`config.mk`:
```
export PLATFORM = sky130hd
export DESIGN_NAME = decode_issue_flat
export DESIGN_NICKNAME = d
export VERILOG_FILES = /design/src/rtl/decode_issue_if.sv /design/src/rtl/decode_issue.sv /design/src/flat_wrapper.sv
export SDC_FILE = /design/constraint.sdc
export NUM_CORES = 1
export LEC_CHECK = 0
export ABC_AREA = 1
export CAP_MARGIN = 20
export CORE_MARGIN = 4
export CORE_UTILIZATION = 35
export CTS_CLUSTER_SIZE = 12
export DETAILED_ROUTE_END_ITERATION = 7
export GPL_ROUTABILITY_DRIVEN = 0
export PLACE_DENSITY = 0.72
export SYNTH_ARGS = -nofsm -noshare
export SYNTH_HDL_FRONTEND = slang
export SYNTH_SLANG_ARGS = --single-unit
```
`constraint.sdc`:
```
create_clock -name clk -period 1.6 [get_ports clk]
set_clock_uncertainty 0.05 [all_clocks]
set_input_delay 0.32 -clock clk [delete_from_list [all_inputs] [get_ports clk]]
set_output_delay 0.32 -clock clk [all_outputs]
set_load 0.01 [all_outputs]
```
`src/rtl/decode_issue_if.sv`:
```
// rtl/decode_issue_if.sv - fetch-to-decode instruction handshake
//   inst       : 32-bit instruction word
//   inst_valid : fetch presents inst
//   inst_ready : decode accepts inst this cycle
interface decode_issue_if;
  logic [31:0] inst;
  logic        inst_valid;
  logic        inst_ready;

  modport master (output inst, inst_valid, input inst_ready);
  modport slave  (input inst, inst_valid, output inst_ready);
endinterface

```
`src/rtl/decode_issue.sv`:
```
// rtl/decode_issue.sv - decode/issue stage between instruction fetch and execute
//   clk, rst (async, active-low)
//   fetch             : instruction handshake (slave side)
//   rf_raddr1/2/3     : combinational register file read addresses (rs1, rs2, rd)
//   rf_rdata1/2/3     : same-cycle register file read data
//   do_branch         : execute reports a taken branch
//   is_* / val1..3    : registered one-hot ALU select, controls and operands
//   is_*_data_hazard  : registered forwarding selects against the previous issue
module decode_issue #(
  parameter int WORD_W = 16,
  parameter int REG_N  = 16
) (
  input  logic                       clk,
  input  logic                       rst,
  decode_issue_if.slave              fetch,
  output logic [$clog2(REG_N)-1:0]   rf_raddr1,
  output logic [$clog2(REG_N)-1:0]   rf_raddr2,
  output logic [$clog2(REG_N)-1:0]   rf_raddr3,
  input  logic [WORD_W-1:0]          rf_rdata1,
  input  logic [WORD_W-1:0]          rf_rdata2,
  input  logic [WORD_W-1:0]          rf_rdata3,
  input  logic                       do_branch,
  output logic                       is_add,
  output logic                       is_sub,
  output logic                       is_and,
  output logic                       is_or,
  output logic                       is_gt,
  output logic                       is_eq,
  output logic                       is_mem_write,
  output logic                       is_reg_write,
  output logic                       is_halt,
  output logic                       is_branch,
  output logic [WORD_W-1:0]          val1,
  output logic [WORD_W-1:0]          val2,
  output logic [WORD_W-1:0]          val3,
  output logic                       is_val1_data_hazard,
  output logic                       is_val2_data_hazard,
  output logic                       is_mem_data_hazard
);
  localparam int RA_W = $clog2(REG_N);

  localparam logic [3:0] OP_ADD = 4'h1, OP_SUB = 4'h2, OP_AND = 4'h3, OP_OR   = 4'h4;
  localparam logic [3:0] OP_GT  = 4'h5, OP_EQ  = 4'h6, OP_ADDI = 4'h7, OP_LOAD = 4'h8;
  localparam logic [3:0] OP_STORE = 4'h9, OP_BEQ = 4'hA, OP_BGT = 4'hB, OP_HALT = 4'hF;

  localparam logic [1:0] S_RUN = 2'd0, S_STALL = 2'd1, S_HALTED = 2'd2;

  // ALU select bit order: {add, sub, and, or, gt, eq}
  localparam logic [5:0] ALU_ADD = 6'b100000, ALU_SUB = 6'b010000, ALU_AND = 6'b001000;
  localparam logic [5:0] ALU_OR  = 6'b000100, ALU_GT  = 6'b000010, ALU_EQ  = 6'b000001;

  logic [1:0]        state;
  logic [3:0]        op;
  logic [RA_W-1:0]   rd, rs1, rs2;
  logic [15:0]       imm;
  logic [WORD_W-1:0] imm_w, rd_w;

  logic [5:0]        d_alu;
  logic              d_mw, d_wr, d_halt, d_br, d_load, use_rs1, use_rs2;
  logic [WORD_W-1:0] d_v1, d_v2, d_v3;

  logic [RA_W-1:0]   prev_dst;
  logic              prev_wr, prev_load;
  logic              haz1, haz2, store_hazard, stall_req, accept;

  logic [5:0]        alu_q;
  logic              mw_q, wr_q, halt_q, br_q;
  logic [WORD_W-1:0] v1_q, v2_q, v3_q;
  logic              haz1_q, haz2_q, hazm_q;

  assign op    = fetch.inst[31:28];
  assign rd    = fetch.inst[24 +: RA_W];
  assign rs1   = fetch.inst[20 +: RA_W];
  assign rs2   = fetch.inst[16 +: RA_W];
  assign imm   = fetch.inst[15:0];
  assign imm_w = WORD_W'($signed(imm));
  assign rd_w  = WORD_W'(rd);

  assign rf_raddr1 = rs1;
  assign rf_raddr2 = rs2;
  assign rf_raddr3 = rd;

  always_comb begin
    d_alu   = '0;
    d_mw    = 1'b0;
    d_wr    = 1'b0;
    d_halt  = 1'b0;
    d_br    = 1'b0;
    d_load  = 1'b0;
    use_rs1 = 1'b0;
    use_rs2 = 1'b0;
    d_v1    = '0;
    d_v2    = '0;
    d_v3    = '0;
    case (op)
      OP_ADD, OP_SUB, OP_AND, OP_OR, OP_GT, OP_EQ: begin
        case (op)
          OP_ADD:  d_alu = ALU_ADD;
          OP_SUB:  d_alu = ALU_SUB;
          OP_AND:  d_alu = ALU_AND;
          OP_OR:   d_alu = ALU_OR;
          OP_GT:   d_alu = ALU_GT;
          default: d_alu = ALU_EQ;
        endcase
        d_v1    = rf_rdata1;
        d_v2    = rf_rdata2;
        d_v3    = rd_w;
        d_wr    = 1'b1;
        use_rs1 = 1'b1;
        use_rs2 = 1'b1;
      end
      OP_ADDI, OP_LOAD: begin
        d_alu   = ALU_ADD;
        d_v1    = rf_rdata1;
        d_v2    = imm_w;
        d_v3    = rd_w;
        d_wr    = 1'b1;
        d_load  = (op == OP_LOAD);
        use_rs1 = 1'b1;
      end
      OP_STORE: begin
        // address = val1 + val2, store data travels in val3
        d_alu   = ALU_ADD;
        d_v1    = rf_rdata1;
        d_v2    = imm_w;
        d_v3    = rf_rdata3;
        d_mw    = 1'b1;
        use_rs1 = 1'b1;
      end
      OP_BEQ, OP_BGT: begin
        d_alu   = (op == OP_BEQ) ? ALU_EQ : ALU_GT;
        d_v1    = rf_rdata1;
        d_v2    = rf_rdata2;
        d_v3    = imm_w;
        d_br    = 1'b1;
        use_rs1 = 1'b1;
        use_rs2 = 1'b1;
      end
      OP_HALT: d_halt = 1'b1;
      default: ;
    endcase
  end

  assign haz1 = use_rs1 && prev_wr && (rs1 == prev_dst);
  assign haz2 = use_rs2 && prev_wr && (rs2 == prev_dst);

  // Store data (rd) comes straight from the register file with no forwarding
  // path, so a store right behind its producer waits one bubble.
  assign store_hazard = (op == OP_STORE) && prev_wr && (rd == prev_dst);
  assign stall_req    = (state != S_HALTED) && !do_branch && fetch.inst_valid && store_hazard;

  assign fetch.inst_ready = rst && (state != S_HALTED) && !do_branch
                            && !(fetch.inst_valid && store_hazard);
  assign accept = fetch.inst_valid && fetch.inst_ready;

  always_ff @(posedge clk or negedge rst) begin
    if (!rst) begin
      state     <= S_RUN;
      alu_q     <= '0;
      mw_q      <= 1'b0;
      wr_q      <= 1'b0;
      halt_q    <= 1'b0;
      br_q      <= 1'b0;
      v1_q      <= '0;
      v2_q      <= '0;
      v3_q      <= '0;
      haz1_q    <= 1'b0;
      haz2_q    <= 1'b0;
      hazm_q    <= 1'b0;
      prev_dst  <= '0;
      prev_wr   <= 1'b0;
      prev_load <= 1'b0;
    end else begin
      if (state != S_HALTED) begin
        if (accept && op == OP_HALT) state <= S_HALTED;
        else if (stall_req)          state <= S_STALL;
        else                         state <= S_RUN;
      end

      // Bubble by default; an accepted instruction overrides below.
      alu_q     <= '0;
      mw_q      <= 1'b0;
      wr_q      <= 1'b0;
      halt_q    <= 1'b0;
      br_q      <= 1'b0;
      v1_q      <= '0;
      v2_q      <= '0;
      v3_q      <= '0;
      haz1_q    <= 1'b0;
      haz2_q    <= 1'b0;
      hazm_q    <= 1'b0;
      prev_wr   <= 1'b0;
      prev_load <= 1'b0;

      if (state == S_HALTED) begin
        halt_q <= 1'b1;
      end else if (accept) begin
        alu_q     <= d_alu;
        mw_q      <= d_mw;
        wr_q      <= d_wr;
        halt_q    <= d_halt;
        br_q      <= d_br;
        v1_q      <= d_v1;
        v2_q      <= d_v2;
        v3_q      <= d_v3;
        haz1_q    <= haz1;
        haz2_q    <= haz2;
        hazm_q    <= prev_load && (haz1 || haz2);
        prev_dst  <= rd;
        prev_wr   <= d_wr;
        prev_load <= d_load;
      end
    end
  end

  assign {is_add, is_sub, is_and, is_or, is_gt, is_eq} = alu_q;

  // A taken branch kills whatever execute is sampling this cycle.
  assign is_mem_write = mw_q   && !do_branch;
  assign is_reg_write = wr_q   && !do_branch;
  assign is_halt      = halt_q && !do_branch;
  assign is_branch    = br_q   && !do_branch;

  assign val1 = v1_q;
  assign val2 = v2_q;
  assign val3 = v3_q;
  assign is_val1_data_hazard = haz1_q;
  assign is_val2_data_hazard = haz2_q;
  assign is_mem_data_hazard  = hazm_q;
endmodule

```
`src/flat_wrapper.sv`:
```
// flat-port wrapper written by rule: the top's interface ports become plain ports
module decode_issue_flat 
#(
  parameter int WORD_W = 16,
  parameter int REG_N  = 16
)
  (clk, rst, rf_raddr1, rf_raddr2, rf_raddr3, rf_rdata1, rf_rdata2, rf_rdata3, do_branch, is_add, is_sub, is_and, is_or, is_gt, is_eq, is_mem_write, is_reg_write, is_halt, is_branch, val1, val2, val3, is_val1_data_hazard, is_val2_data_hazard, is_mem_data_hazard, fetch_inst, fetch_inst_valid, fetch_inst_ready);
  decode_issue_if fetch_i ();
  input  logic clk;
  input  logic rst;
  output logic [$clog2(REG_N)-1:0] rf_raddr1;
  output logic [$clog2(REG_N)-1:0] rf_raddr2;
  output logic [$clog2(REG_N)-1:0] rf_raddr3;
  input  logic [WORD_W-1:0] rf_rdata1;
  input  logic [WORD_W-1:0] rf_rdata2;
  input  logic [WORD_W-1:0] rf_rdata3;
  input  logic do_branch;
  output logic is_add;
  output logic is_sub;
  output logic is_and;
  output logic is_or;
  output logic is_gt;
  output logic is_eq;
  output logic is_mem_write;
  output logic is_reg_write;
  output logic is_halt;
  output logic is_branch;
  output logic [WORD_W-1:0] val1;
  output logic [WORD_W-1:0] val2;
  output logic [WORD_W-1:0] val3;
  output logic is_val1_data_hazard;
  output logic is_val2_data_hazard;
  output logic is_mem_data_hazard;
  input wire logic [$bits(fetch_i.inst)-1:0] fetch_inst;
  input wire logic [$bits(fetch_i.inst_valid)-1:0] fetch_inst_valid;
  output wire logic [$bits(fetch_i.inst_ready)-1:0] fetch_inst_ready;
  assign fetch_i.inst = fetch_inst;
  assign fetch_i.inst_valid = fetch_inst_valid;
  assign fetch_inst_ready = fetch_i.inst_ready;
  decode_issue #(.WORD_W(WORD_W), .REG_N(REG_N)) u_core (.clk(clk), .rst(rst), .fetch(fetch_i), .rf_raddr1(rf_raddr1), .rf_raddr2(rf_raddr2), .rf_raddr3(rf_raddr3), .rf_rdata1(rf_rdata1), .rf_rdata2(rf_rdata2), .rf_rdata3(rf_rdata3), .do_branch(do_branch), .is_add(is_add), .is_sub(is_sub), .is_and(is_and), .is_or(is_or), .is_gt(is_gt), .is_eq(is_eq), .is_mem_write(is_mem_write), .is_reg_write(is_reg_write), .is_halt(is_halt), .is_branch(is_branch), .val1(val1), .val2(val2), .val3(val3), .is_val1_data_hazard(is_val1_data_hazard), .is_val2_data_hazard(is_val2_data_hazard), .is_mem_data_hazard(is_mem_data_hazard));
endmodule
```
== Word-level counts from Yosys, hierarchy flattened ==
Index checks and enable logic that the tools add are counted.
Cells by class
  divide/modulo/power cells: 0
  eq/ne operators: 17
  order comparisons: 0
  reductions and logical operators: 31
  $add $sub $neg: 0
  shift operators: 0
  bitwise gates (word level): 1
  multiplexer cells: 39
  multipliers: 0
Operators with widths (count)
  2-to-1 mux 16 bit: 7
  one-hot mux 16 bit (3 select lines): 1
  one-hot mux 16 bit (2 select lines): 1
  one-hot mux 6 bit (5 select lines): 1
  2-to-1 mux 1 bit: 24
  equality test 4 bit (second input constant): 5
  logical AND 1 bit: 20
  one-hot mux 6 bit (3 select lines): 1
  equality test 4 x 3 -> 1 bit (second input constant): 4
  OR reduction 8 bit: 2
  equality test 4 bit: 3
  2-to-1 mux 6 bit: 2
  OR reduction 11 bit: 1
  equality test 4 x 2 -> 1 bit (second input constant): 2
  OR reduction 6 bit: 1
  equality test 4 x 1 -> 1 bit (second input constant): 1
  2-to-1 mux 2 bit: 2
  OR reduction 2 bit: 2
  OR reduction 3 bit: 1
  equality test 2 bit (second input constant): 1
  zero test 1 bit: 2
  != test 2 bit (second input constant): 1
  AND reduction 2 bit: 1
  logical OR 1 bit: 1
  NOT 1 bit: 1
Storage, ports and cells
  latch bits: 0
  memory bits (read-only): 0
  bits in writable memories: 0
  memories: 0
  register bits: 68
  logic and storage cells: 102

== Longest topological paths before layout ==
Gate-level depths: netlist of the first run.
  depth after elaboration: 9
  depth in mapped cells: 10
  gate-level depth less buffers: 10

== Worst setup path before layout of the first run ==
OpenSTA, ideal clock, no wires.
  kind: input -> register
  from: input fetch_inst_valid
  to: register u_core.prev_wr
  buffers on the path: 3
  cell stages on the path: 10
  data arrival time: 1.301 ns
  library setup time: 0.137 ns
  setup slack: 0.112 ns
  cells stage by stage: buf_2 nand2_1 inv_1 nand2_1 nor2_1 nand3_4 nand3_2 buf_6 buf_6 nor2_1
On the way
  word-level cells in the longest chain between the ends: 6
RTL lines
  from (decl): line flat_wrapper.sv:35  | input wire logic [$bits(fetch_i.inst_valid)-1:0] fetch_inst_valid;
  logical AND 1 bit: line decode_issue.sv:153  | && !(fetch.inst_valid && store_hazard);
  zero test 1 bit: line decode_issue.sv:153
  logical AND 1 bit: line decode_issue.sv:153
  logical AND 1 bit *: line decode_issue.sv:154  | assign accept = fetch.inst_valid && fetch.inst_ready;
  2-to-1 mux 1 bit *: line decode_issue.sv:197  | end else if (accept) begin
  2-to-1 mux 1 bit *: line decode_issue.sv:195  | if (state == S_HALTED) begin
  to (signal assigned): line decode_issue.sv:210  | prev_wr <= d_wr;
  to (decl): line decode_issue.sv:63  | logic prev_wr, prev_load;
Mark *: on every way between the ends. The rest lies on a longest branch, timed or not.
A chain may end at the register's enable or synchronous reset.

== Worst setup path after layout of the first run ==
  from: register u_core.prev_dst[3]
  to: output fetch_inst_ready
On the way
  word-level cells in the longest chain between the ends: 5
RTL lines
  from (decl): line decode_issue.sv:62  | logic [RA_W-1:0] prev_dst;
  from (signal assigned): line decode_issue.sv:209  | prev_dst <= rd;
  equality test 4 bit: line decode_issue.sv:149  | assign store_hazard = (op == OP_STORE) && prev_wr && (rd == prev_dst);
  logical AND 1 bit: line decode_issue.sv:149
  logical AND 1 bit: line decode_issue.sv:153
  zero test 1 bit: line decode_issue.sv:153
  logical AND 1 bit: line decode_issue.sv:153
  to (decl): line flat_wrapper.sv:36  | output wire logic [$bits(fetch_i.inst_ready)-1:0] fetch_inst_ready;
No other way between the ends.

==> impl_results.md, run 1 <==
- H-Tree Depth: 3
- Overall die width: 102.8 µm
- Sequential area share after synthesis: 0.5412
- Via density: around 4.6
- Top Ports: 158
- Die Ht: between 100 and 150 µm
- Die ar.: about 0.011 mm²
- Final WS setup: -0.1088 ns
- VDD IR max: about 0.42 mV
- Yosys top cell by area: dfrtp_1
- Cell mode on critical path: nand2_2
- Mapped Area: 0.003144 mm²
- Crit path time final: 1.709 ns
- Num rows: 34
- Setup CP Type: flip-flop to primary output
- Worst-Margin Slew: between 0.4 and 0.5 ns
- Most frequent cells in the layout: nand2_1 (121), clkdlybuf4s50_1 (84), dfrtp_1 (68), nor2_1 (61), buf_4 (53)
- First-pass GRT wire length: roughly 16 mm
- CTS tree: yes
- CP Launch Type: flip-flop
- Commonest non-fill, non-tap cell in the layout: nand2_1
- Routed len/inst: 14.86 µm
- Register bit count reported by yosys: 68
- Gate power share: 0.154
- CP cell instances: nand2_1 -> nand2_2 -> nor2_4 -> nand3_4 -> nand2_2 -> inv_2 -> buf_6
- Crit. End Element: primary output
- Clock buffer depth: 2
- Final Setup Violations: 1
- Initial Util: 0.3605
- Share of cells above drive strength 1: 0.1826
- Diode count: 0
- Pin count of the biggest net entering global routing: 39
- DRT Pass-1 Iters: 4
- Required @ worst endpoint: ~1.2 ns
- RSZ-0062 raised after global routing: yes
- CP max FO: 4
- Fin. Hold Viols: 0
- Syn Inst Count: 388
- Synth top area share: 0.5412
- Slew Viols, Final: 0
- Layout fillers: 751
- Avg Cell Area, Syn: 8.104 µm²
- Hpwl dp: 7.609 mm
- DRT iter0 DRCs: 110
- Max_cap viols: 0
- Setup TNS: -0.1088 ns
- Sw frac: 0.2431
- Synth Net Count: 472
- Critical path's slowest cell: dfrtp_1
- Status: finished, violations left
- Clock power frac: 0.378
- Sequential power share: 0.469
- Layout Nets: 677
- Layout area overhead: 76.72%
- Fin crit share: 1.068
- Core Area: 0.008721 mm²
- Post-DRT Antenna Nets: 0
- Hold-fix buffers, CTS: 0
- Clock sink count: 68
- Final wirelength: around 10 mm
- DRC Markers: 0
- Peak Freq: 0.5852 GHz
- Failing checks: setup timing
- Root Buffer: clkbuf_8
- Vias in the first global route: 3,267
- Cell-internal power: 2774 µW
- Total number of vias: 3,240
- Antenna violations before repair: 0
- Clk pin slew, worst setup/hold paths: ~0.07 ns
- Worst relative slew slack: 0.6969
- GRT overflow: 0
- Skew-Pair Late Insertion Delay: 0.33 ns
- Tightest Hold Check Type: primary input to asynchronous set/reset pin
- IO buf count: roughly 160
- Total GRT Usage: 0.1898
- P per Cell Area: 659.6 mW/mm²
- CTS buffer count: 9
- Hold_ws: 0.03686 ns
- Leak pwr: 0.003463 µW
- Synth cell types: 23
- Syn. warnings: 0
- WP data arrival: 1.34 ns
- Total net switching power: 890.9 µW
- Crit path largest cell delay: 0.42 ns
- Largest cells by area after synthesis: dfrtp_1 (54%), nand2_1 (15%), nor2_1 (7.8%)
-- synth_stat cells --
library cell	n
inv_2	1
clkinv_1	1
dfrtp_1	68
nand4_1	7
xor2_1	2
xnor2_1	1
clkbuf_1	2
nand2_2	2
o21ai_0	4
nand3_2	2
nand2_1	124
nor2_1	65
a21oi_1	25
o21bai_1	1
buf_2	5
nor3_1	1
nand3_4	1
nand3_1	19
inv_1	34
nor2_4	2
buf_6	4
buf_4	15
nor2_2	2
-- layout make-up --
type	count	area (µm²)	share of cell area
clock buffers	10	137.6	0.02477
clock inverters	5	52.55	0.009457
inverters	36	137.6	0.02477
multi-input cells	258	1164	0.2094
flip-flops and latches	68	1702	0.3062
well taps	108	135.1	0.02432
repair buffers	220	2228	0.4010
-- registers in the layout, indices dropped and copies added, names as in the netlist --
signal,count
u_core.prev_dst,4
u_core.prev_load,1
u_core.is_val1_data_hazard,1
u_core.alu_q,6
u_core.prev_wr,1
u_core.mw_q,1
u_core.halt_q,1
u_core.br_q,1
u_core.val2,16
u_core.is_mem_data_hazard,1
u_core.val1,16
u_core.is_val2_data_hazard,1
u_core.val3,16
u_core.state,2
-- stage by stage --
step | cells | setup slack, ns | utilization | area, µm² | total power (µW)
4_1_cts | 695 | -0.2231 | 0.6070 | 5294 | 3713
6_report | 705 | -0.1088 | 0.6372 | 5557 | 3665
2_1_floorplan | 388 | 0.1119 | - | 3144 | 1931
3_5_place_dp | 680 | -0.6549 | 0.5867 | 5116 | 2320
5_1_grt | 705 | -0.2001 | 0.6372 | 5557 | 3848
3_3_place_gp | 680 | -0.6358 | 0.5867 | 5116 | 2316
-- cells by family after synthesis --
family                 count (synthesis)  synth area share
XOR/XNOR                               3          0.008358
flip-flops                            68            0.5412
buffers and inverters                 62            0.1035
AO/OA/AOI/OAI                         30           0.04855
AND/OR/NAND/NOR                      225            0.2984
-- routing by layer --
metal / global-route usage / wire length (µm) / up-vias
met1: 0.2411 / 4254 / 1507
met4: 0.06474 / 189 / 0
li1: - / - / 1593
met5: 0 / 0 / -
met3: 0.04263 / 832 / 17
met2: 0.3203 / 5197 / 123
-- power by group through the flow --
stage	sequential, µW	clock, µW	combinational, µW
final	1720	1380	563
after global routing	1720	1510	618
after CTS	1720	1430	564
after detailed placement	1750	0	569
after global placement	1750	0	565
after floorplan	1750	0	179
-- path summary, 6_finish.rpt --
path	cells past startpoint	end	slack, ns	start
min in group clk	3	u_core.prev_dst[2]	0.28	fetch_inst[26]
max reg2reg	9	u_core.prev_dst[3]	0	u_core.state[1]
min	2	u_core.val1[8]	0.04	rst
min reg2reg	2	u_core.is_mem_data_hazard	0.43	u_core.prev_load
max in group asynchronous	3	u_core.val3[5]	0.65	rst
max	7	fetch_inst_ready	-0.11	u_core.prev_dst[3]
-- timing repair --
item | 4_1_cts | 5_1_grt
pin swaps | 3 | 9
setup buffers | 0 | 7
cloned | 0 | 3
setup endpoints to repair | 86 | 107
gates resized for setup | 49 | 61
hold endpoints to repair | 0 | 0
-- critical path: cells and delay by family, from the launching register on --
| family | cells | cell delay [ns] |
|---|---|---|
| and+or+nand+nor | 5 | 0.45 |
| DFF | 1 | 0.42 |
| buffers and inverters | 2 | 0.15 |
(Power assumes the default switching activity.)
==> run 2, diff against run 1 <==
==> constraint.sdc (replaced) <==
create_clock -name clk -period 1.6 [get_ports clk]
set_clock_uncertainty 0.05 [all_clocks]
set_input_delay 0.16 -clock clk [delete_from_list [all_inputs] [get_ports clk]]
set_output_delay 0.16 -clock clk [all_outputs]
set_load 0.01 [all_outputs]
==> run 2 against run 1 <==
Net effect:
- the run now ends clean
- via count fell by 4.8%
- flip-flop and latch count did not move
- critical path type is now primary input to primary output
- final cell count fell by 3.0%
- core utilization fell by 3.6 points
- worst setup slack improved by 0.17 ns
- wire length fell by 6.2%
- worst hold slack got worse by 0.019 ns
- largest cell class unchanged
- register-to-register slack improved by 0.11 ns
- first-iteration DRC count rose by 20%
- global-route usage fell by 0.59 points
==> impl_results.md, run 2 (synthesis gave the netlist of run 1 again) <==
- Skew-Pair Late Insertion Delay: 0.33 ns
- Slew Viols, Final: 0
- DRT Pass-1 Iters: 4
- Core Area: 0.008721 mm²
- CP max FO: 2
- Final wirelength: 9.822 mm
- CTS buffer count: 9
- Hold-fix buffers, CTS: 0
- Layout Nets: ~660
- Setup TNS: 0 ns
- Clk pin slew, worst setup/hold paths: 0.06 ns
- Layout area overhead: 66.65%
- Die ar.: ~0.011 mm²
- Hpwl dp: 7.619 mm
- IO buf count: 157
- Fin crit share: 0.9618
- Num rows: 34
- Vias in the first global route: 3,125
- P per Cell Area: 678.1 mW/mm²
- Total number of vias: slightly above 3,000
- DRC Markers: 0
- Root Buffer: clkbuf_8
- DRT iter0 DRCs: 132
- Initial Util: 0.3605
- Critical path's slowest cell: clkdlybuf4s50_1
- Status: complete, no violations
- Final Setup Violations: 0
- Commonest non-fill, non-tap cell in the layout: clkdlybuf4s50_1
- CP Launch Type: primary input
- Die Ht: slightly above 100 µm
- Clock sink count: 68
- Cell Count Post-Placement: around 670
- Worst relative slew slack: 0.4284
- Total GRT Usage: 0.1839
- Setup CP Type: primary input to primary output
- Crit. End Element: primary output
- First-pass GRT wire length: roughly 15 mm
- Max_cap viols: 0
- Required @ worst endpoint: 1.39 ns
- Pin count of the biggest net entering global routing: 69
- Share of cells above drive strength 1: 0.1302
- Peak Freq: 0.6498 GHz
- Crit path time final: around 1.5 ns
- RSZ-0062 raised after global routing: yes
- Fin cells: about 680
- H-Tree Depth: 3
- Most frequent cells in the layout: clkdlybuf4s50_1 (150), nand2_1 (122), dfrtp_1 (68), nor2_1 (62), buf_4 (38)
- CP cell instances: clkdlybuf4s50_1 -> inv_1 -> nor2_2 -> nand2_2 -> nor2_4 -> nand3_4 -> nand2_2 -> inv_1 -> buf_2
- CTS tree: yes
- Routed len/inst: 14.36 µm
- GRT overflow: 0
- Top Ports: 158
- Diode count: 0
- VDD IR max: 0.3309 mV
- WP data arrival: 1.33 ns
- Antenna violations before repair: 0
- Via density: 4.507
- Overall die width: about 100 µm
- Leak pwr: 0.002522 µW
- Worst-Margin Slew: 0.8575 ns
- Fin. Hold Viols: 0
- Crit path largest cell delay: 0.48 ns
- Tightest Hold Check Type: primary input to asynchronous set/reset pin
- Clock buffer depth: 2
- Post-DRT Antenna Nets: 0
[run 2: final timing paths]
| check | endpoint | slack (ns) | cells after the start | start |
|---|---|---|---|---|
| hold reg to reg | u_core.halt_q | 0.41 | 1 | u_core.state[0] |
| min in group clk | u_core.alu_q[4] | 0.31 | 5 | fetch_inst[28] |
| setup reg to reg | u_core.prev_dst[3] | 0.11 | 10 | u_core.prev_dst[3] |
| setup / recovery | fetch_inst_ready | 0.06 | 9 | fetch_inst[31] |
| hold / removal | u_core.val3[12] | 0.02 | 2 | rst |
| max in group asynchronous | u_core.val2[15] | 0.91 | 2 | rst |
[run 2: area by class of cell]
| type | instances | area, µm² |
|---|---|---|
| well taps | 108 | 135.1 |
| clock inverters | 3 | 40.04 |
| flip-flops and latches | 68 | 1702 |
| multi-input cells | 258 | 1142 |
| repair buffers | 200 | 1952 |
| clock buffers | 11 | 131.4 |
| inverters | 36 | 137.6 |
| fillers | 794 | 3481 |
[run 2: through the flow]
step	worst slack (ns)	area, µm²	total power, µW	utilization	hold slack (ns)
6_report	0.06107	5240	3553	0.6009	0.01784
5_1_grt	-0.04743	5240	3736	0.6009	0.1009
4_1_cts	0.008508	5205	3614	0.5968	0.06923
3_5_place_dp	-0.3200	5026	2303	0.5763	0.4083
3_3_place_gp	-0.3015	5026	2300	0.5763	0.3966
2_1_floorplan	0.2009	3144	1931	-	-0.1856
[run 2: metal layers]
metal  wire length, µm  track usage  share of wire
met2              4818       0.3069           0.49
met3               680      0.03654          0.069
met1              4112       0.2357           0.42
met5                 0            0              0
met4               210      0.07171          0.021
[run 2: power by group]
group | switching (µW) | internal [µW]
sequential | 0 | 1720
clock | 584 | 699
combinational | 244 | 307
[run 2: timing repair]
| item | 4_1_cts | 5_1_grt |
|---|---|---|
| buffers inserted | 1 | 1 |
| gates resized for setup | 10 | 9 |
| endpoints found under the setup margin | 2 | 66 |
| pin swaps | 1 | 0 |
[run 2: worst max-delay path, delay by kind of cell]
kind | cells | cell delay, ns
buffers and inverters | 4 | 0.70
AND/OR/NAND/NOR | 5 | 0.46
==> run 3, diff against run 2 <==
Settings changed: CTS_BUF_LIST set to sky130_fd_sc_hd__clkbuf_8, PLACE_DENSITY 0.72 to unset, PLACE_DENSITY_LB_ADDON set to 0.05, RECOVER_POWER set to 100.
==> run 3 against run 2 <==
Net effect:
- the flow now finishes with violations (capacitance limit, slew limit)
- worst setup slack worse by 0.024 ns
- worst hold slack improved by 0.24 ns
- critical endpoint unchanged
- critical path depth is the same
- fmax is 1.6% lower
- clock power increased by 5%
- largest cell class unchanged
- die area unchanged
- via count is 0.39% higher
- non-clock buffer count up 5
- flip-flop and latch count unchanged
- power rose by 1.6%
- combinational power is 1% lower
==> impl_results.md, run 3 (synthesis gave the netlist of run 1 again) <==
- Most frequent cells in the layout: nand2_1 (123), clkdlybuf4s50_1 (85), dfrtp_1 (68), dlygate4sd3_1 (65), nor2_1 (61)
- Met2 WL: 4.367 mm
- Total number of vias: 3,095
- Core Area: 0.008721 mm²
- Setup TNS: 0 ns
- Clock sink count: between 60 and 70
- Top Ports: 158
- DR WL met3: 790 µm
- Hold-fix buffers, CTS: 0
- Max_cap viols: 1
- Required @ worst endpoint: 1.39 ns
- IO buf count: 157
- CP max FO: 2
- Commonest non-fill, non-tap cell in the layout: nand2_1
- Total power draw: 3609 µW
- CP Launch Type: primary input
- Fin crit share: 0.9771
- Core Util, Final: 0.6036
- Worst relative slew slack: -0.01741
- H-Tree Depth: 3
- Final wirelength: 9.511 mm
- Total GRT Usage: 0.1806
- Die ar.: around 0.011 mm²
- Fin. Hold Viols: 0
- Die Ht: ~100 µm
- Setup CP Type: primary input to primary output
- Metal1 wirelength: 4.225 mm
- Worst-Margin Slew: between 1.5 and 2 ns
- Final Setup Violations: 0
- DR top layer: met4
- Crit. End Element: primary output
- Skew-Pair Late Insertion Delay: 0.34 ns
- CTS tree: yes
- Clock buffer depth: 2
- Antenna violations before repair: 0
- CTS buffer count: 9
- Tightest Hold Check Type: primary input to asynchronous set/reset pin
- Clk pin slew, worst setup/hold paths: around 0.070 ns
- Overall die width: between 100 and 150 µm
- Vias in the first global route: 3,003
- VDD IR max: 0.4622 mV
- Via density: 4.479
- Peak Freq: 0.6397 GHz
- Pin count of the biggest net entering global routing: between 60 and 70
- Layout fillers: 802
- P per Cell Area: roughly 690 mW/mm²
- Layout area overhead: 67.41%
- DRC Markers: 0
- First-pass GRT wire length: 14.70 mm
- Status: finished, violations left
- DRT iter0 DRCs: 70
- Post-DRT Antenna Nets: 0
- WP data arrival: about 1.4 ns
- Layout Nets: 662
- Hpwl dp: 7.243 mm
- Leak pwr: roughly 0.0027 µW
- DRT Pass-1 Iters: 4
- RSZ-0062 raised after global routing: yes
- Failing checks: capacitance limit, slew limit
- Share of cells above drive strength 1: 0.1372
- Root Buffer: clkbuf_8
- GRT overflow: 0
- Crit path time final: 1.563 ns
- Setup WS pre-CTS: -0.3131 ns
- Slew Viols, Final: just under 70
- Initial Util: 0.3605
- Diode count: 0
- Final WS setup: 0.03667 ns
- Routed len/inst: 13.76 µm
- Num rows: 34
## run 3: worst max-delay path, cell delays in order
cell and delay, ns:
clkdlybuf4s50_1 0.51, inv_2 0.07, nor2_4 0.10, nand2_2 0.09
nor2_4 0.13, nand3_4 0.07, nand2_1 0.06, inv_1 0.03
buf_2 0.13
## run 3: layer usage
metal / up-vias / global-route usage
met3: 12 / 0.04195
met4: 0 / 0.05976
met5: - / 0
li1: 1570 / -
met2: 103 / 0.2830
met1: 1410 / 0.2481
## run 3: report_power, final
part / leakage [µW] / internal, µW / total [µW] / switching [µW]
Sequential: 0.000940 / 1720 / 1720 / 0
Combinational: 0.00166 / 304 / 545 / 241
Clock: 0.000101 / 700 / 1350 / 646
## run 3: final cells by class
| type | count | area (µm²) | area share |
|---|---|---|---|
| inverters | 36 | 137.6 | 0.02615 |
| repair buffers | 205 | 1963 | 0.3729 |
| flip-flops and latches | 68 | 1702 | 0.3233 |
| multi-input cells | 258 | 1142 | 0.2170 |
| clock inverters | 7 | 60.06 | 0.01141 |
| well taps | 108 | 135.1 | 0.02567 |
| clock buffers | 9 | 123.9 | 0.02353 |
## run 3: path summary, 6_finish.rpt
kind	slack, ns	end	start	depth (start not counted)
worst max-delay path	0.04	fetch_inst_ready	fetch_inst[28]	9
worst min-delay path	0.26	u_core.state[0]	rst	2
worst max register to register	0.11	u_core.val1[14]	u_core.prev_dst[0]	9
worst min register to register	0.42	u_core.halt_q	u_core.state[0]	1
max in group asynchronous	0.31	u_core.val3[1]	rst	2
min in group clk	0.26	u_core.alu_q[1]	fetch_inst[29]	4
## run 3: per-stage QoR
step / hold slack, ns / std cells / instance area (µm²)
floorplan: -0.1856 / 388 / 3144
global placement: 0.3783 / 670 / 5044
detailed placement: 0.3868 / 670 / 5044
CTS: 0.008558 / 690 / 5266
global route: 0.2776 / 691 / 5264
finish: 0.2581 / 691 / 5264
## run 3: repair_timing
action	CTS	global route
buffers inserted	4	1
setup endpoints to repair	34	46
pin swaps	2	1
gates resized for setup	10	9
==> edit 1, RTL diff (config.mk and constraints of run 2) <==
Make the reset (`rst`) synchronous in one clocked block. Comments in the files are not updated.
--- a/src/rtl/decode_issue.sv
+++ b/src/rtl/decode_issue.sv
@@ -153,7 +153,7 @@
                             && !(fetch.inst_valid && store_hazard);
   assign accept = fetch.inst_valid && fetch.inst_ready;
 
-  always_ff @(posedge clk or negedge rst) begin
+  always_ff @(posedge clk) begin
     if (!rst) begin
       state     <= S_RUN;
       alu_q     <= '0;
Function: differs if rst is asserted again (counterexample within 4 cycles, from zero or initial values and one cycle with rst low); with rst held inactive, the same outputs for 10 cycles.
==> edit 1 against run 2 <==
- hold slack better by 0.11 ns
- sequential share of layout area down 4.7 points
- fmax down 0.33%
- final cell count down 4.4%
- design area down 6.2%
- synthesized area down 11%
- worst setup slack worse by 0.0051 ns
- power up 8.6%
- sequential cell count unchanged
- combinational power up 22%
- wire length down 13%
- critical path type unchanged
==> edit 1: results (changes against run 2) <==
status: completed
M1 WL: 3440 um (-16%)
worst slack at placement: -0.388 ns (-0.0678 ns)
first-pass GRT wire length: 13600 um (-10%)
synth unique cells: 30 (+30%)
layout cells sized above 1: 0.205 (+0.0745)
register area share after synthesis: 0.487 (-0.0546)
postcts setup bufs: 0 (-1)
Lkg Pwr: 0.00207 uW (-18%)
Finished Layout Cells: 654 (-4.4%)
crit path max fanout: 3 (+1)
logic depth of the worst register-to-register path: 9 (-1)
nets: 631 (-4.0%)
antenna cells: 0 (unchanged)
Crit path largest cell delay: 0.53 ns (+0.05 ns)
initial drt markers: 79 (-40%)
synth cell count leaders: nand2_1, dfxtp_1, nor2_1
hpwl dp: 6550 um (-14%)
min Tclk post-route: 1.54 ns (+0.00508 ns)
Gate power share: 0.174 (+0.019)
Most used DFF post-synth: dfxtp_1
# resized after CTS: 23 (+13)
Clock Power: 1450 uW (+13%)
relative max-transition margin: 0.792 (+0.364)
Hold WC Path Type: in -> reg
P_sw: 1010 uW (+22%)
leading post-synthesis cells by cell area: dfxtp_1, nand2_1, nor2_1, inv_1, buf_4
met3 wire len: 879 um (+29%)
Reg-to-Reg End: u_core.val3[4]$_SDFF_PP0_
Placed Area: 4650 um^2 (-7.6%)
ys async rst share: 0 (-1.00)
GRT met1 Usage: 0.201 (-0.0344)
TritonCTS Buffers: 9 (unchanged)
fill count: 678 (-15%)
post-synth net total: 445 (-5.7%)
Reg2Reg Launch Point: u_core.prev_dst[0]$_SDFFE_PN0P_
vias: 2885 (-6.4%)
Syn Inst Count: 361 (-7.0%)
maximum number of pins on one net before global-route repair: 33 (-52%)
area of the multi-input gates: 1130 um^2 (-1.2%)
Max rail drop VDD: 0.437 mV (+32%)
final hold slack: 0.130 ns (+0.112 ns)
-- edit 1: cell count changes in the layout (fill, tap and decap cells not counted), moves of 5 or more --
cell / run 2 / this run
nor2_1: 62 / 52
dfxtp_1: 0 / 63
nand4_1: 7 / 1
inv_2: 2 / 7
nand2_2: 4 / 16
a21oi_2: 0 / 10
nand2_1: 122 / 72
dfxtp_2: 0 / 5
dfrtp_1: 68 / 0
-- edit 1: worst max-delay path, delay by kind of cell --
family | cells | cell delay (ns)
buffers and inverters | 3 | 1.17
-- edit 1: cells by family after synthesis --
family | after synthesis | synth area share
flops | 68 | 0.487
compound gates | 46 | 0.102
simple gates | 175 | 0.272
buf+inv | 67 | 0.123
xor+xnor | 5 | 0.0157
-- edit 1: layout make-up --
type | instances | area share
Inverter | 41 | 0.0313
Multi-Input combinational cell | 226 | 0.230
Clock inverter | 7 | 0.0165
Sequential cell | 68 | 0.278
Timing Repair Buffer | 201 | 0.393
Tap cell | 102 | 0.0260
Clock buffer | 9 | 0.0252
==> edit 2, RTL diff (config.mk and constraints of run 2) <==
Without the edit above. `REG_N` is set to 16 in 2 places; all go to 8.
--- a/src/rtl/decode_issue.sv
+++ b/src/rtl/decode_issue.sv
@@ -8,7 +8,7 @@
 //   is_*_data_hazard  : registered forwarding selects against the previous issue
 module decode_issue #(
   parameter int WORD_W = 16,
-  parameter int REG_N  = 16
+  parameter int REG_N  = 8
 ) (
   input  logic                       clk,
   input  logic                       rst,
--- a/src/flat_wrapper.sv
+++ b/src/flat_wrapper.sv
@@ -2,7 +2,7 @@
 module decode_issue_flat 
 #(
   parameter int WORD_W = 16,
-  parameter int REG_N  = 16
+  parameter int REG_N  = 8
 )
   (clk, rst, rf_raddr1, rf_raddr2, rf_raddr3, rf_rdata1, rf_rdata2, rf_rdata3, do_branch, is_add, is_sub, is_and, is_or, is_gt, is_eq, is_mem_write, is_reg_write, is_halt, is_branch, val1, val2, val3, is_val1_data_hazard, is_val2_data_hazard, is_mem_data_hazard, fetch_inst, fetch_inst_valid, fetch_inst_ready);
   decode_issue_if fetch_i ();
Interface: changed (resized rf_raddr1, rf_raddr2 and rf_raddr3); port bits go from 158 to 155. The function was not compared with the original's and may differ.
==> edit 2 against run 2 <==
- the run now ends with hold timing left
- sequential cell count is 1 lower
- design area decreased by 2.6%
- wire length shrank 5.4%
- register-to-register slack better by 0.02 ns
- first-iteration DRC count shrank 47%
- fmax grew 0.76%
- die area down 2.2%
- combinational power shrank 5.1%
- power down 3.4%
- highest routed layer unchanged
- worst setup slack better by 0.012 ns
- synthesized area shrank 2.4%
- clock power down 5%
==> edit 2: results (changes against run 2) <==
clk buf depth: 2 (unchanged)
hpwl dp: 7370 um (-3.3%)
mux contribution to synthesized area: 0 (unchanged)
Placed Area: 4910 um^2 (-2.4%)
nets: 624 (-5.0%)
Finished Layout Cells: 650 (-5.0%)
Yosys warnings: 0 (unchanged)
first-pass GRT wire length: 14600 um (-3.2%)
Lkg Pwr: 0.00243 uW (-3.5%)
fill count: 733 (-7.7%)
status: finished with violations
setup TNS: 0 ns (unchanged)
port bufs: 151 (-3.8%)
H-Tree Depth: 3 (unchanged)
largest family of logic cells by synthesized area: simple AND/OR/NAND/NOR gates
drt total wl: 9290 um (-5.4%)
failing checks: hold timing
Pre-Repair DR Iteration Count: 4 (unchanged)
layout cells sized above 1: 0.160 (+0.0294)
synth unique cells: 24 (+4.3%)
crit path max fanout: 4 (+2)
vias in the first global route: 2948 (-5.7%)
Final Hold Fails: 7 (+7)
maximum number of pins on one net before global-route repair: 68 (-1.4%)
ys async rst share: 1.00 (unchanged)
CTS clk-pin slew, worst paths: 0.07 ns
Max rail drop VDD: 0.369 mV (+11%)
max-cap violation count: 0 (unchanged)
register area share after synthesis: 0.546 (+0.00531)
antenna cells: 0 (unchanged)
DP Cell Count: 633 (-5.2%)
Syn Inst Count: 358 (-7.7%)
post-synth net total: 442 (-6.4%)
final hold slack: -0.0177 ns (-0.0356 ns)
synth cell count leaders: nand2_1, dfrtp_1, nor2_1
vias: 2910 (-5.6%)
XOR/XNOR Fraction of Synth Area: 0.00856 (+0.000208)
gr usage total: 0.184 (+0.000272)
clock root cell: clkbuf_8
leading post-synthesis cells by cell area: dfrtp_1, nand2_1, nor2_1, inv_1, buf_4
Synth Area in Compound Gates: 0.0673 (+0.0187)
CP arrival: 1.32 ns
Hold WC Path Type: in -> async
Clk Latency, worst-skew pair: 0.33 ns (about the same)
antenna violations before repair: 0 (unchanged)
initial drt markers: 70 (-47%)
relative max-transition margin: 0.421 (-0.00761)
==> edit 2: cell count changes after synthesis, moves of 4 or more <==
cell     before  now
a21oi_1      25   16
a21oi_2       0   10
inv_1        34   30
nand2_1     124  114
nor2_1       65   54
==> edit 2: worst paths after layout <==
check | startpoint | to | slack [ns] | cells past startpoint
hold reg to reg | u_core.state[0]$_DFFE_PN0N_ | u_core.state[1]$_DFFE_PN0N_ | 0.42 | 1
max in group asynchronous | rst | u_core.prev_dst[0]$_DFFE_PN0P_ | 0.92 | 2
setup / recovery | fetch_inst[24] | fetch_inst_ready | 0.07 | 9
setup reg to reg | u_core.prev_dst[0]$_DFFE_PN0P_ | u_core.prev_dst[0]$_DFFE_PN0P_ | 0.13 | 10
min in group clk | rf_rdata1[12] | u_core.val1[12]$_DFF_PN0_ | 0.30 | 3
hold / removal | rst | u_core.val1[4]$_DFF_PN0_ | -0.02 | 2
==> edit 2: cell families (layout without fill, tap and decap cells) <==
kind of cell | Yosys count | in the layout
AND/OR/NAND/NOR | 201 | 201
flip-flops | 67 | 67
buffers and inverters | 55 | 242
AO/OA/AOI/OAI | 32 | 32
XOR/XNOR | 3 | 3
==> edit 2: what timing repair did <==
item                                    CTS  global route
setup buffers                             1             0
gates resized for setup                   6             9
pin swaps                                 1             1
endpoints found under the setup margin    2             5
==> edit 2: worst max-delay path, cell delays in order <==
cell and delay [ns]:
clkdlybuf4s50_1 0.55, inv_1 0.06, nand2_1 0.06, nand2_1 0.06, nor2_2 0.12, nand3_4 0.08, nand2_1 0.06, inv_1 0.03
buf_2 0.13
==> edit 2: routing by layer <==
layer,routed length (um),track usage,vias to the layer above
met2,4580,0.307,99
met4,174,0.0685,0
met3,678,0.0489,15
met5,0,0,-
met1,3860,0.229,1338
li1,-,-,1458
==> edit 2: where the power goes <==
part           leakage [uW]  internal [uW]  switching [uW]  total [uW]
Sequential         0.000926           1690               0        1690
Combinational       0.00142            294             229         523
Clock             0.0000887            556             660        1220
Total               0.00243           2540             889        3430
==> edit 2: layout make-up <==
class	instances	area (um^2)	area share
flip-flops and latches	67	1680	0.329
inverters	32	120	0.0235
well taps	105	131	0.0257
clock buffers	9	124	0.0243
repair buffers	194	1900	0.372
clock inverters	7	45.0	0.00883
multi-input cells	236	1110	0.217
==> edit 2: metrics by stage <==
step | setup slack [ns] | power (uW)
6_report | 0.0727 | 3430
5_1_grt | -0.0108 | 3620
4_1_cts | 0.00516 | 3480
3_5_place_dp | -0.292 | 2250
3_3_place_gp | -0.295 | 2240
2_1_floorplan | 0.255 | 1890
